**config.mk**
```make
export PLATFORM = sky130hd
export DESIGN_NAME = btn_conditioner
export DESIGN_NICKNAME = d
export VERILOG_FILES = /design/src/rtl/clk_pkg.sv /design/src/rtl/btn_debounce_ch.sv /design/src/rtl/btn_conditioner.sv
export SDC_FILE = /design/constraint.sdc
export NUM_CORES = 1
export LEC_CHECK = 0
export ABC_AREA = 1
export CAP_MARGIN = 20
export CORE_ASPECT_RATIO = 0.75
export CORE_UTILIZATION = 60
export CTS_BUF_LIST = sky130_fd_sc_hd__clkbuf_8
export DETAILED_ROUTE_END_ITERATION = 16
export GPL_TIMING_DRIVEN = 0
export MAX_ROUTING_LAYER = met4
export PLACE_DENSITY = 0.8
export SLEW_MARGIN = 20
export SYNTH_ARGS = -nofsm -noshare
export SYNTH_HDL_FRONTEND = slang
export SYNTH_HIERARCHICAL = 1
export SYNTH_SLANG_ARGS = --single-unit
```
**constraint.sdc**
```tcl
create_clock -name clk -period 1.5 [get_ports clk]
set_input_delay 0.15 -clock clk [delete_from_list [all_inputs] [get_ports clk]]
set_output_delay 0.15 -clock clk [all_outputs]
set_load 0.01 [all_outputs]
```
**src/rtl/clk_pkg.sv**
```systemverilog
// Shared constants for the push-button front end: button indices and 50 MHz timing defaults.
// Latency: n/a (constants and a helper function only).
// Backpressure: n/a.
package clk_pkg;

  // Bit positions of each button inside btn_level = {mid,l,r,up,down}
  localparam int unsigned BTN_MID  = 4;
  localparam int unsigned BTN_L    = 3;
  localparam int unsigned BTN_R    = 2;
  localparam int unsigned BTN_UP   = 1;
  localparam int unsigned BTN_DOWN = 0;

  // Timing defaults for a 50 MHz clock
  localparam int unsigned DEF_DEBOUNCE_CYCLES = 1_000_000;   // 20 ms
  localparam int unsigned DEF_REPEAT_DELAY    = 25_000_000;  // 0.5 s
  localparam int unsigned DEF_REPEAT_PERIOD   = 5_000_000;   // 0.1 s
  localparam int unsigned DEF_LONG_CYCLES     = 100_000_000; // 2 s

  function automatic int unsigned max_u(input int unsigned a, input int unsigned b);
    return (a > b) ? a : b;
  endfunction

endpackage

```
**src/rtl/btn_debounce_ch.sv**
```systemverilog
// One button channel: 2-flop sync, counter debounce, registered press pulse, hold counter, optional auto-repeat.
// Latency: press pulse after edge DEBOUNCE_CYCLES+1 counting from the first edge that samples the new level.
// Backpressure: none; pulses are one cycle wide and must be consumed when they appear.
module btn_debounce_ch #(
  parameter int unsigned DEBOUNCE_CYCLES = 4,
  parameter bit          REPEAT_EN       = 1'b0,
  parameter int unsigned REPEAT_DELAY    = 10,
  parameter int unsigned REPEAT_PERIOD   = 3,
  parameter int unsigned HOLD_MAX        = 20,
  parameter int unsigned HOLD_W          = 5
) (
  input  logic              clk,
  input  logic              rst,
  input  logic              raw,
  output logic              level,
  output logic              pulse,
  output logic [HOLD_W-1:0] hold_cnt
);

  localparam int unsigned DEB_W = $clog2(DEBOUNCE_CYCLES + 1);
  // Repeat channels cycle their hold counter between REPEAT_DELAY and the last
  // cycle of a period; other channels count up and saturate at HOLD_MAX.
  localparam int unsigned HOLD_LIM = REPEAT_EN ? (REPEAT_DELAY + REPEAT_PERIOD - 1) : HOLD_MAX;

  localparam logic [DEB_W-1:0]  DEB_LAST    = DEB_W'(DEBOUNCE_CYCLES - 1);
  localparam logic [HOLD_W-1:0] FIRST_LAST  = HOLD_W'(REPEAT_DELAY - 1);
  localparam logic [HOLD_W-1:0] PERIOD_LAST = HOLD_W'(REPEAT_DELAY + REPEAT_PERIOD - 1);
  localparam logic [HOLD_W-1:0] RELOAD      = HOLD_W'(REPEAT_DELAY);
  localparam logic [HOLD_W-1:0] HOLD_SAT    = HOLD_W'(HOLD_LIM);

  logic             s1;
  logic             s2;
  logic             stable;
  logic [DEB_W-1:0] cnt;
  logic             accept;
  logic             holding;
  logic             rep_hit;

  // Level change accepted this edge; holding means stable stays high across this edge
  always_comb begin
    accept  = 1'b0;
    holding = 1'b0;
    rep_hit = 1'b0;
    accept  = (s2 != stable) && (cnt == DEB_LAST);
    holding = stable && !accept;
    rep_hit = REPEAT_EN && holding &&
              ((hold_cnt == FIRST_LAST) || (hold_cnt == PERIOD_LAST));
  end

  // Synchroniser and debounce counter; any disagreement shorter than the window restarts it
  always_ff @(posedge clk) begin
    if (rst) begin
      s1     <= 1'b0;
      s2     <= 1'b0;
      stable <= 1'b0;
      cnt    <= '0;
    end else begin
      s1 <= raw;
      s2 <= s1;
      if (s2 == stable) begin
        cnt <= '0;
      end else if (accept) begin
        stable <= s2;
        cnt    <= '0;
      end else begin
        cnt <= cnt + 1'b1;
      end
    end
  end

  // Hold counter: zeroed on every accepted change, runs while pressed, never wraps
  always_ff @(posedge clk) begin
    if (rst) begin
      hold_cnt <= '0;
    end else if (accept) begin
      hold_cnt <= '0;
    end else if (stable) begin
      if (REPEAT_EN && (hold_cnt == PERIOD_LAST)) begin
        hold_cnt <= RELOAD;
      end else if (hold_cnt != HOLD_SAT) begin
        hold_cnt <= hold_cnt + 1'b1;
      end
    end
  end

  // Output pulse: rising edge of the debounced level, or a repeat tick while held
  always_ff @(posedge clk) begin
    if (rst) begin
      pulse <= 1'b0;
    end else begin
      pulse <= (accept && s2) || rep_hit;
    end
  end

  assign level = stable;

endmodule

```
**src/rtl/btn_conditioner.sv**
```systemverilog
// Five-button front end: per-channel debounce, press pulses, up/down auto-repeat, mid long-press.
// Latency: press_* after edge DEBOUNCE_CYCLES+1; mid_long LONG_CYCLES after press_mid.
// Backpressure: none; all outputs are free-running single-cycle pulses plus debounced levels.
module btn_conditioner
  import clk_pkg::*;
#(
  parameter int unsigned DEBOUNCE_CYCLES = DEF_DEBOUNCE_CYCLES,
  parameter int unsigned REPEAT_DELAY    = DEF_REPEAT_DELAY,
  parameter int unsigned REPEAT_PERIOD   = DEF_REPEAT_PERIOD,
  parameter int unsigned LONG_CYCLES     = DEF_LONG_CYCLES
) (
  input  logic       clk,
  input  logic       rst,
  input  logic       button_mid,
  input  logic       button_l,
  input  logic       button_r,
  input  logic       button_up,
  input  logic       button_down,
  output logic       press_mid,
  output logic       press_l,
  output logic       press_r,
  output logic       press_up,
  output logic       press_down,
  output logic       mid_long,
  output logic [4:0] btn_level
);

  localparam int unsigned HOLD_W =
    $clog2(max_u(LONG_CYCLES, REPEAT_DELAY + REPEAT_PERIOD - 1) + 1);
  localparam logic [HOLD_W-1:0] LONG_LAST = HOLD_W'(LONG_CYCLES - 1);

  logic [HOLD_W-1:0] hold_mid;
  // Hold counts of the other channels are not needed at this level
  logic [HOLD_W-1:0] hold_l_unused;
  logic [HOLD_W-1:0] hold_r_unused;
  logic [HOLD_W-1:0] hold_up_unused;
  logic [HOLD_W-1:0] hold_down_unused;

  btn_debounce_ch #(
    .DEBOUNCE_CYCLES(DEBOUNCE_CYCLES), .REPEAT_EN(1'b0),
    .REPEAT_DELAY(REPEAT_DELAY), .REPEAT_PERIOD(REPEAT_PERIOD),
    .HOLD_MAX(LONG_CYCLES), .HOLD_W(HOLD_W)
  ) u_mid (
    .clk(clk), .rst(rst), .raw(button_mid),
    .level(btn_level[BTN_MID]), .pulse(press_mid), .hold_cnt(hold_mid)
  );

  btn_debounce_ch #(
    .DEBOUNCE_CYCLES(DEBOUNCE_CYCLES), .REPEAT_EN(1'b0),
    .REPEAT_DELAY(REPEAT_DELAY), .REPEAT_PERIOD(REPEAT_PERIOD),
    .HOLD_MAX(LONG_CYCLES), .HOLD_W(HOLD_W)
  ) u_l (
    .clk(clk), .rst(rst), .raw(button_l),
    .level(btn_level[BTN_L]), .pulse(press_l), .hold_cnt(hold_l_unused)
  );

  btn_debounce_ch #(
    .DEBOUNCE_CYCLES(DEBOUNCE_CYCLES), .REPEAT_EN(1'b0),
    .REPEAT_DELAY(REPEAT_DELAY), .REPEAT_PERIOD(REPEAT_PERIOD),
    .HOLD_MAX(LONG_CYCLES), .HOLD_W(HOLD_W)
  ) u_r (
    .clk(clk), .rst(rst), .raw(button_r),
    .level(btn_level[BTN_R]), .pulse(press_r), .hold_cnt(hold_r_unused)
  );

  btn_debounce_ch #(
    .DEBOUNCE_CYCLES(DEBOUNCE_CYCLES), .REPEAT_EN(1'b1),
    .REPEAT_DELAY(REPEAT_DELAY), .REPEAT_PERIOD(REPEAT_PERIOD),
    .HOLD_MAX(LONG_CYCLES), .HOLD_W(HOLD_W)
  ) u_up (
    .clk(clk), .rst(rst), .raw(button_up),
    .level(btn_level[BTN_UP]), .pulse(press_up), .hold_cnt(hold_up_unused)
  );

  btn_debounce_ch #(
    .DEBOUNCE_CYCLES(DEBOUNCE_CYCLES), .REPEAT_EN(1'b1),
    .REPEAT_DELAY(REPEAT_DELAY), .REPEAT_PERIOD(REPEAT_PERIOD),
    .HOLD_MAX(LONG_CYCLES), .HOLD_W(HOLD_W)
  ) u_down (
    .clk(clk), .rst(rst), .raw(button_down),
    .level(btn_level[BTN_DOWN]), .pulse(press_down), .hold_cnt(hold_down_unused)
  );

  // Long press: fires on the edge the mid hold count reaches LONG_CYCLES; the
  // count then saturates, so this happens once per hold
  always_ff @(posedge clk) begin
    if (rst) begin
      mid_long <= 1'b0;
    end else begin
      mid_long <= btn_level[BTN_MID] && (hold_mid == LONG_LAST);
    end
  end

endmodule

```
After elaboration in Yosys (flattened, before gate mapping). Index checks and enable logic that the tools add are counted.

Add/subtract/negate cells: 8. Equal/unequal tests: 23. Mux-type cells: 4. Bitwise logic cells: 5. Reductions and logical operators: 39.

Operators by type and width (count): 27-bit by 25-bit equality test with 1-bit output, second input constant (4); 27-bit two-way mux (4); 20-bit by 1-bit adder with 20-bit output, second input constant (5); 20-bit equality test, second input constant (5); 27-bit by 1-bit adder with 27-bit output, second input constant (3); 27-bit by 25-bit inequality test with 1-bit output, second input constant (2); 27-bit equality test, second input constant (1); 27-bit inequality test, second input constant (1); 2-bit AND reduction (8); 1-bit logical AND (15); 3-bit OR reduction (5); 2-bit OR reduction (3); 1-bit equality test (5); 1-bit inequality test (5); 1-bit inverter (5); 1-bit logical OR (4); 2-bit nonzero test (2); 1-bit zero test (2).

Flip-flop bits (word level): 202. Output and inout bits: 11. Logic and storage cells: 108.

Logic depth before layout (Yosys ltp). Gate-level depths: netlist of run 1.

Depth after elaboration: 6. Mapped depth: 12.

By module. The synthesis of run 1 kept the hierarchy.

By module, submodules not included: btn_debounce_ch at u_l ... (instances 3, cells each 464, area each 3001.6 um^2, sequential area each 1021.0 um^2); btn_debounce_ch at u_down (instances 1, cells each 432, area each 2931.6 um^2, sequential area each 1021.0 um^2); btn_debounce_ch at u_up (instances 1, cells each 422, area each 2846.5 um^2, sequential area each 1021.0 um^2); btn_conditioner (instances 1, cells each 38, area each 172.7 um^2, sequential area each 20.0 um^2).

Worst setup path before layout of run 1. Ideal clock, no wire load.

Path type: register -> register. From: reg u_mid.cnt[0]. To: reg u_mid.cnt[16]. Library setup time: 0.117 ns. Data arrival time: 1.322 ns. Data required time: 1.383 ns. Path slack: 0.061 ns. Stages on the path, launching flop included: 10. Path through: dfxtp_1 -> ha_1 -> nand2_1 -> inv_1 -> nand2_1 -> nor2_2 -> nand3_1 -> nor2_1 -> xnor2_1 -> nor2_1.

Longest elaborated chain between the ends: 3.

Ends and longest elaborated chain: from (decl) (line btn_debounce_ch.sv:34) `logic [DEB_W-1:0] cnt;`; from (signal assigned) (line btn_debounce_ch.sv:66) `cnt <= cnt + 1'b1;`; branches (longest 3 deep; another with 20-bit by 1-bit adder with 20-bit output).

Parallel ways; which one is timed is not known. A chain may end at the register's enable or synchronous reset.

Worst setup path in the final report of run 1.
From: reg u_mid.hold_cnt[0]. To: reg u_mid.hold_cnt[18].

Longest elaborated chain between the ends: 2.

Ends and longest elaborated chain: from (decl) (line btn_debounce_ch.sv:17) `output logic [HOLD_W-1:0] hold_cnt`; from (signal assigned) (line btn_debounce_ch.sv:81) `hold_cnt <= hold_cnt + 1'b1;`; branches (longest 2 deep; another with 27-bit by 1-bit adder with 27-bit output).

Parallel ways; which one is timed is not known.

==> flow_summary.yaml, run 1 <==
run_status:
  run_status: "finished, violations left"
  violations: "negative setup slack"
cells_and_area:
  areaGrowthSynthToFinish_pct: 26.24
  fin_nets: 1833
  fin_area_sq_um: 14240
  fillers: 1347
  antennaDiodeCount: 0
  drive_above_1_share_pct: 26.59
timing:
  final.setup_skew_ps: 31.35
  hold_violations: 0
  finalCritPeriodShare_pct: 107.3
  fmax_mhz: 621.3
  setup_slack_ps: -109.4
  max_slew.worst_pin.slew_ps: 780.0
  layout_min_cycle_time_ps: 1609
  rsz0062_at_grt: "yes"
  holdWs_ps: 88.30
  drv_slew: 0
  setup-violations-final: 62
  relSlewSlack_pct: 47.84
die:
  die_x_microns: 160.3
  die_y_microns: 120.7
  fp-row-count: 43
  die-area_sq_um: 19350
  start_util_pct: 61.11
  core_sq_um: 18450
  io_pins: 18
worst_setup_path:
  crit_path_end_kind: "register"
  crit_fanout: 7
  arrival_ps: 2080
  cp-start-kind: "register"
  crit_required_ps: 1970
  worstSetupPathType: "reg2reg"
pwr:
  ir_worst_vdd_mv: 0.6968
  p_leak_nw: 5.080
  power_density_nw_per_um2: 687.2
yosys:
  avgSynthCellArea_sq_um: 6.657
  yosysWarnings: 6
  syn_nets: 1710
  synthCells: 1694
  synth_area_sq_um: 11280
clock_network:
  cts-root-buf: "clkbuf_8"
  insertion_delay_ps: 580
  path_clk_slew_ps: 60
  ctsHoldBuffers: 0
  cts-buffers-inserted: 31
  cts-htree-levels: 1
  cts_sinks: 202
  clock_path_buffers: 3
  cts_tree: "yes"
job:
  cap_violations: 0
place:
  gp_congestion: 0.9547
  dp_hpwl_microns: 18440
  place_ws_ps: -454.5
  numPortBuffers: 17
  placed_cell_area_sq_um: 11760
drt:
  via_per_inst: 5.436
  drt-total-wl_microns: 29660
  drc: 0
  vias: 11320
  initialDrtViolationCount: 1086
  dr.pass1.iters: 5
  ant_nets: 0
  routedWlPerCell_microns: 14.25
global_route:
  grt_overflow: 0
  first_global_vias: 10010
  track_usage_pct: 29.38
  grt_max_degree: 17
  antenna_found_initial: 0
  grt_pass1_wl_microns: 46600
min_path:
  hold_class: "in2reg"
==> state kept, by name, summed over array words and instances, names as in the netlist, 20 cells and up <==
register and cells:
u_r/cnt 20, u_down/hold_cnt 27, u_l/cnt 20, u_up/hold_cnt 27, u_mid/hold_cnt 27, u_down/cnt 20
u_mid/cnt 20, u_up/cnt 20
==> repair_timing <==
item | CTS | global route
buffers inserted | 36 | 29
gates resized for setup | 167 | 237
pin swaps | 46 | 71
setup endpoints to repair | 192 | 187
endpoints found under the hold margin | 0 | 0
gates cloned | 7 | 3
==> path summary, 6_finish.rpt <==
check | start | end | slack, ps | cells past startpoint
max | u_mid/hold_cnt[0] | u_mid/hold_cnt[18] | -110 | 13
min | button_r | u_r/s1 | 90 | 3
max reg2reg | u_mid/hold_cnt[0] | u_mid/hold_cnt[18] | -110 | 13
min reg2reg | u_l/s1 | u_l/s2 | 410 | 2
==> layout by cell type (no fill, tap or decap), types with 6 or more instances in the layout <==
master	n
nor2_2	48
nand3_1	105
nand3_2	28
clkbuf_8	35
dfxtp_1	141
nor2_1	271
nor3_2	21
nand3b_1	7
nand2_2	38
clkinv_2	6
buf_8	8
inv_2	14
o21ai_0	7
nor2_4	40
buf_2	6
buf_12	6
nand4_1	63
nand3_4	10
a21oi_1	42
nand2_4	22
nor3_4	7
inv_1	205
or2_2	8
buf_6	21
nor3_1	38
clkdlybuf4s50_1	6
dfxtp_4	13
buf_4	54
xor2_1	57
dlygate4sd2_1	11
dfxtp_2	48
ha_4	8
a21oi_2	28
xnor2_1	30
nand2_1	354
==> layout make-up <==
| cell class | instances | area (sq um) | share of cell area (%) |
|---|---|---|---|
| Multi-Input combinational cell | 1253 | 7298 | 51.27 |
| Sequential cell | 202 | 4153 | 29.17 |
| Timing Repair Buffer | 88 | 830.8 | 5.836 |
| Inverter | 214 | 823.3 | 5.783 |
| Clock buffer | 35 | 481.7 | 3.384 |
| Tap cell | 247 | 309.0 | 2.171 |
| Buffer | 27 | 272.8 | 1.916 |
| Clock inverter | 16 | 67.56 | 0.4746 |
==> layer usage <==
metal	vias up	GRT usage, %	part of all wire (%)
met5	-	-	0
met4	0	6.607	2.0
met3	69	4.117	7.1
met2	425	44.70	46
met1	5215	41.34	45
li1	5609	-	-
==> through the flow <==
step	utilization, %	power (mW)	std cells	setup TNS (ps)
after floorplan	-	5.603	1694	0
after global placement	63.71	5.660	1958	-63730
after detailed placement	63.71	5.664	1958	-66780
after CTS	71.58	9.837	2052	-937.1
after global routing	77.14	10.17	2082	-7759
final	77.14	9.782	2082	-2086
==> critical path: stages (launching register included) <==
cell,delay (ps)
dfxtp_4,370
inv_4,60
ha_4,130
nand2_2,40
nor2_1,80
nand2_1,70
nor2_2,120
nand2_4,100
buf_12,160
buf_8,130
nand3_2,50
nand2_1,50
nand2_1,80
nor2_1,50
==> power by group <==
part	internal, mW	switching, mW
sequential	5.36	0.0117
combinational	0.0876	0.138
clock	2.10	2.08
Power figures use the tool's default switching activity.
==> run 2, diff against run 1 <==
--- a/config.mk
+++ b/config.mk
@@ -8,6 +8,7 @@
 export ABC_AREA = 1
 export CAP_MARGIN = 20
 export CORE_ASPECT_RATIO = 0.75
+export CORE_MARGIN = 8
 export CORE_UTILIZATION = 60
 export CTS_BUF_LIST = sky130_fd_sc_hd__clkbuf_8
 export DETAILED_ROUTE_END_ITERATION = 16
==> run 2 against run 1 <==
  * The flow still finishes with violations (negative setup slack)
  * Combinational power grew 5%
  * Worst setup slack got worse by 1.0 ps
  * Total power is 12% higher
  * Utilization is 0.52 points lower
  * Non-clock buffer count is 17 lower
  * Global-route usage fell by 6.6 points
  * Highest routed layer unchanged
==> flow_summary.yaml, run 2 (synthesis gave the netlist of run 1 again) <==
job:
  cap_violations: 0
drt:
  routedWlPerCell_microns: 13.89
  dr.pass1.iters: 6
  initialDrtViolationCount: 1237
  drc: 0
  drt-total-wl_microns: 28820
  via_per_inst: 5.432
  vias: 11270
  ant_nets: 0
pwr:
  p_leak_nw: 5.040
  power_density_nw_per_um2: 776.0
  combPwrFrac_pct: 2.2
  ir_worst_vdd_mv: 0.6710
  p_seq_share_pct: 49.0
  clock_power_share_pct: 48.8
  p_sw_mw: 2.405
  intPower_mw: 8.567
  sw_frac_of_total_pct: 21.92
worst_setup_path:
  r2r_start: "u_mid/hold_cnt[0]"
  cp_slowest_cell: "dfxtp_4"
  reg2reg_to: "u_mid/hold_cnt[8]"
  cp_num_cells: 11
  path_buf_inv: 2
  crit_top_cell: "nand2_2"
  path_cells: "inv_4 -> ha_4 -> nand2_2 -> nor2_1 -> nand2_1 -> nor2_2 -> nand2_4 -> nand2_8 -> clkbuf_16 -> nand2_2 -> a21oi_2"
  critPathMaxStageDelay_ps: 370
  reg2reg_depth: 11
  arrival_ps: 2060
  cp-start-kind: "register"
  rrSetupSlack_ps: -110
  crit_fanout: 8
  endpoint: "u_mid/hold_cnt[8]"
  cp-startpoint: "u_mid/hold_cnt[0]"
  worstSetupPathType: "reg2reg"
  crit_family: "simple AND/OR/NAND/NOR gates"
  crit_required_ps: 1950
  crit_path_end_kind: "register"
cells_and_area:
  reg_top3: "u_down/hold_cnt x27, u_mid/hold_cnt x27, u_up/hold_cnt x27"
  fillers: 1289
  fin_area_sq_um: 14140
  multi_input_area_sq_um: 7174
  register_area_sq_um: 4148
  antennaDiodeCount: 0
  areaGrowthSynthToFinish_pct: 25.39
  layout_common_cells: "364 x nand2_1, 264 x nor2_1, 199 x inv_1"
  fin_nets: 1820
  layoutNonFillerInstCount: 2075
  drive_above_1_share_pct: 25.77
  final_common_cell: "nand2_1"
timing:
  hold_violations: 0
  setup_slack_ps: -110.5
  fmax_mhz: 620.9
  relSlewSlack_pct: 47.81
  max_slew.worst_pin.slew_ps: 781.6
  finalCritPeriodShare_pct: 107.4
  drv_slew: 0
  final.setup_skew_ps: 20.47
  rsz0062_at_grt: "yes"
  setup_tns_ps: -2593
  layout_min_cycle_time_ps: 1610
  setup-violations-final: 59
global_route:
  grt_overflow: 0
  antenna_found_initial: 1
  grt_max_degree: 17
  track_usage_pct: 22.76
  first_global_vias: 9802
  grt_pass1_wl_microns: 45040
clock_network:
  cts-buffers-inserted: 35
  clock_path_buffers: 3
  cts_sinks: 202
  insertion_delay_ps: 520
  cts-htree-levels: 2
  cts_tree: "yes"
  cts-root-buf: "clkbuf_8"
  path_clk_slew_ps: 60
die:
  die_x_microns: 174.3
  die_y_microns: 134.7
  io_pins: 18
  die-area_sq_um: 23480
  core_sq_um: 18450
  fp-row-count: 43
  start_util_pct: 61.11
run_status:
  violations: "negative setup slack"
  run_status: "finished, violations left"
min_path:
  hold_class: "in2reg"
place:
  dp_hpwl_microns: 18300
  place_ws_ps: -480.3
  dp.cells: 1958
  placed_cell_area_sq_um: 11760
  gp_congestion: 0.9558
  numPortBuffers: 17
## run 2: worst reg2reg max path: stages (launching register included)
cell and delay (ps):
dfxtp_4 370, inv_4 60, ha_4 120, nand2_2 50, nor2_1 100, nand2_1 70
nor2_2 150, nand2_4 140, nand2_8 140, clkbuf_16 170, nand2_2 50, a21oi_2 130
## run 2: layout make-up
cell class | count | area share (%)
plain buffers | 27 | 1.832
clock buffers | 46 | 4.477
inverters | 214 | 5.769
repair buffers | 71 | 4.778
flip-flops and latches | 202 | 29.33
multi-input cells | 1253 | 50.74
well taps | 247 | 2.186
clock inverters | 15 | 0.8849
## run 2: worst min path at each step
stage,start,to,cells after the start
global placement,u_r/s1,u_r/s2,2
detailed placement,u_l/s1,u_l/s2,2
global route,button_mid,u_mid/s1,3
CTS,button_mid,u_mid/s1,3
finish,button_mid,u_mid/s1,3
floorplan,rst,u_down/s1,1
## run 2: timing repair
item / CTS / global route
hold buffers: 0 / 0
pin swaps: 26 / 66
endpoints found under the setup margin: 193 / 187
cloned: 3 / 9
resized for setup: 120 / 237
setup buffers: 16 / 28
hold endpoints to repair: 0 / 0
## run 2: metal layers
layer  wire, microns  vias up  share of wire, %  global-route usage, %
li1                -     5603                 -                      -
met1           13270     5142                46                  31.31
met2           12860      450                45                  34.13
met3            2062       77               7.2                  3.849
met4             631        0               2.2                  6.016
met5               0        -                 0                      -
## run 2: power groups by stage
stage | Sequential, mW | Combinational, mW | Clock (mW)
floorplan | 5.51 | 0.0963 | 0
global placement | 5.51 | 0.152 | 0
detailed placement | 5.51 | 0.154 | 0
CTS | 5.39 | 0.182 | 5.48
global route | 5.38 | 0.254 | 5.75
finish | 5.38 | 0.237 | 5.36
## run 2: stage by stage
step / hold WS [ps] / util (%) / total power [mW]
floorplan: 221.2 / - / 5.603
global placement: 390.1 / 63.71 / 5.660
detailed placement: 397.9 / 63.71 / 5.663
CTS: 119.4 / 70.59 / 11.04
global route: 138.2 / 76.62 / 11.38
finish: 140.4 / 76.62 / 10.97
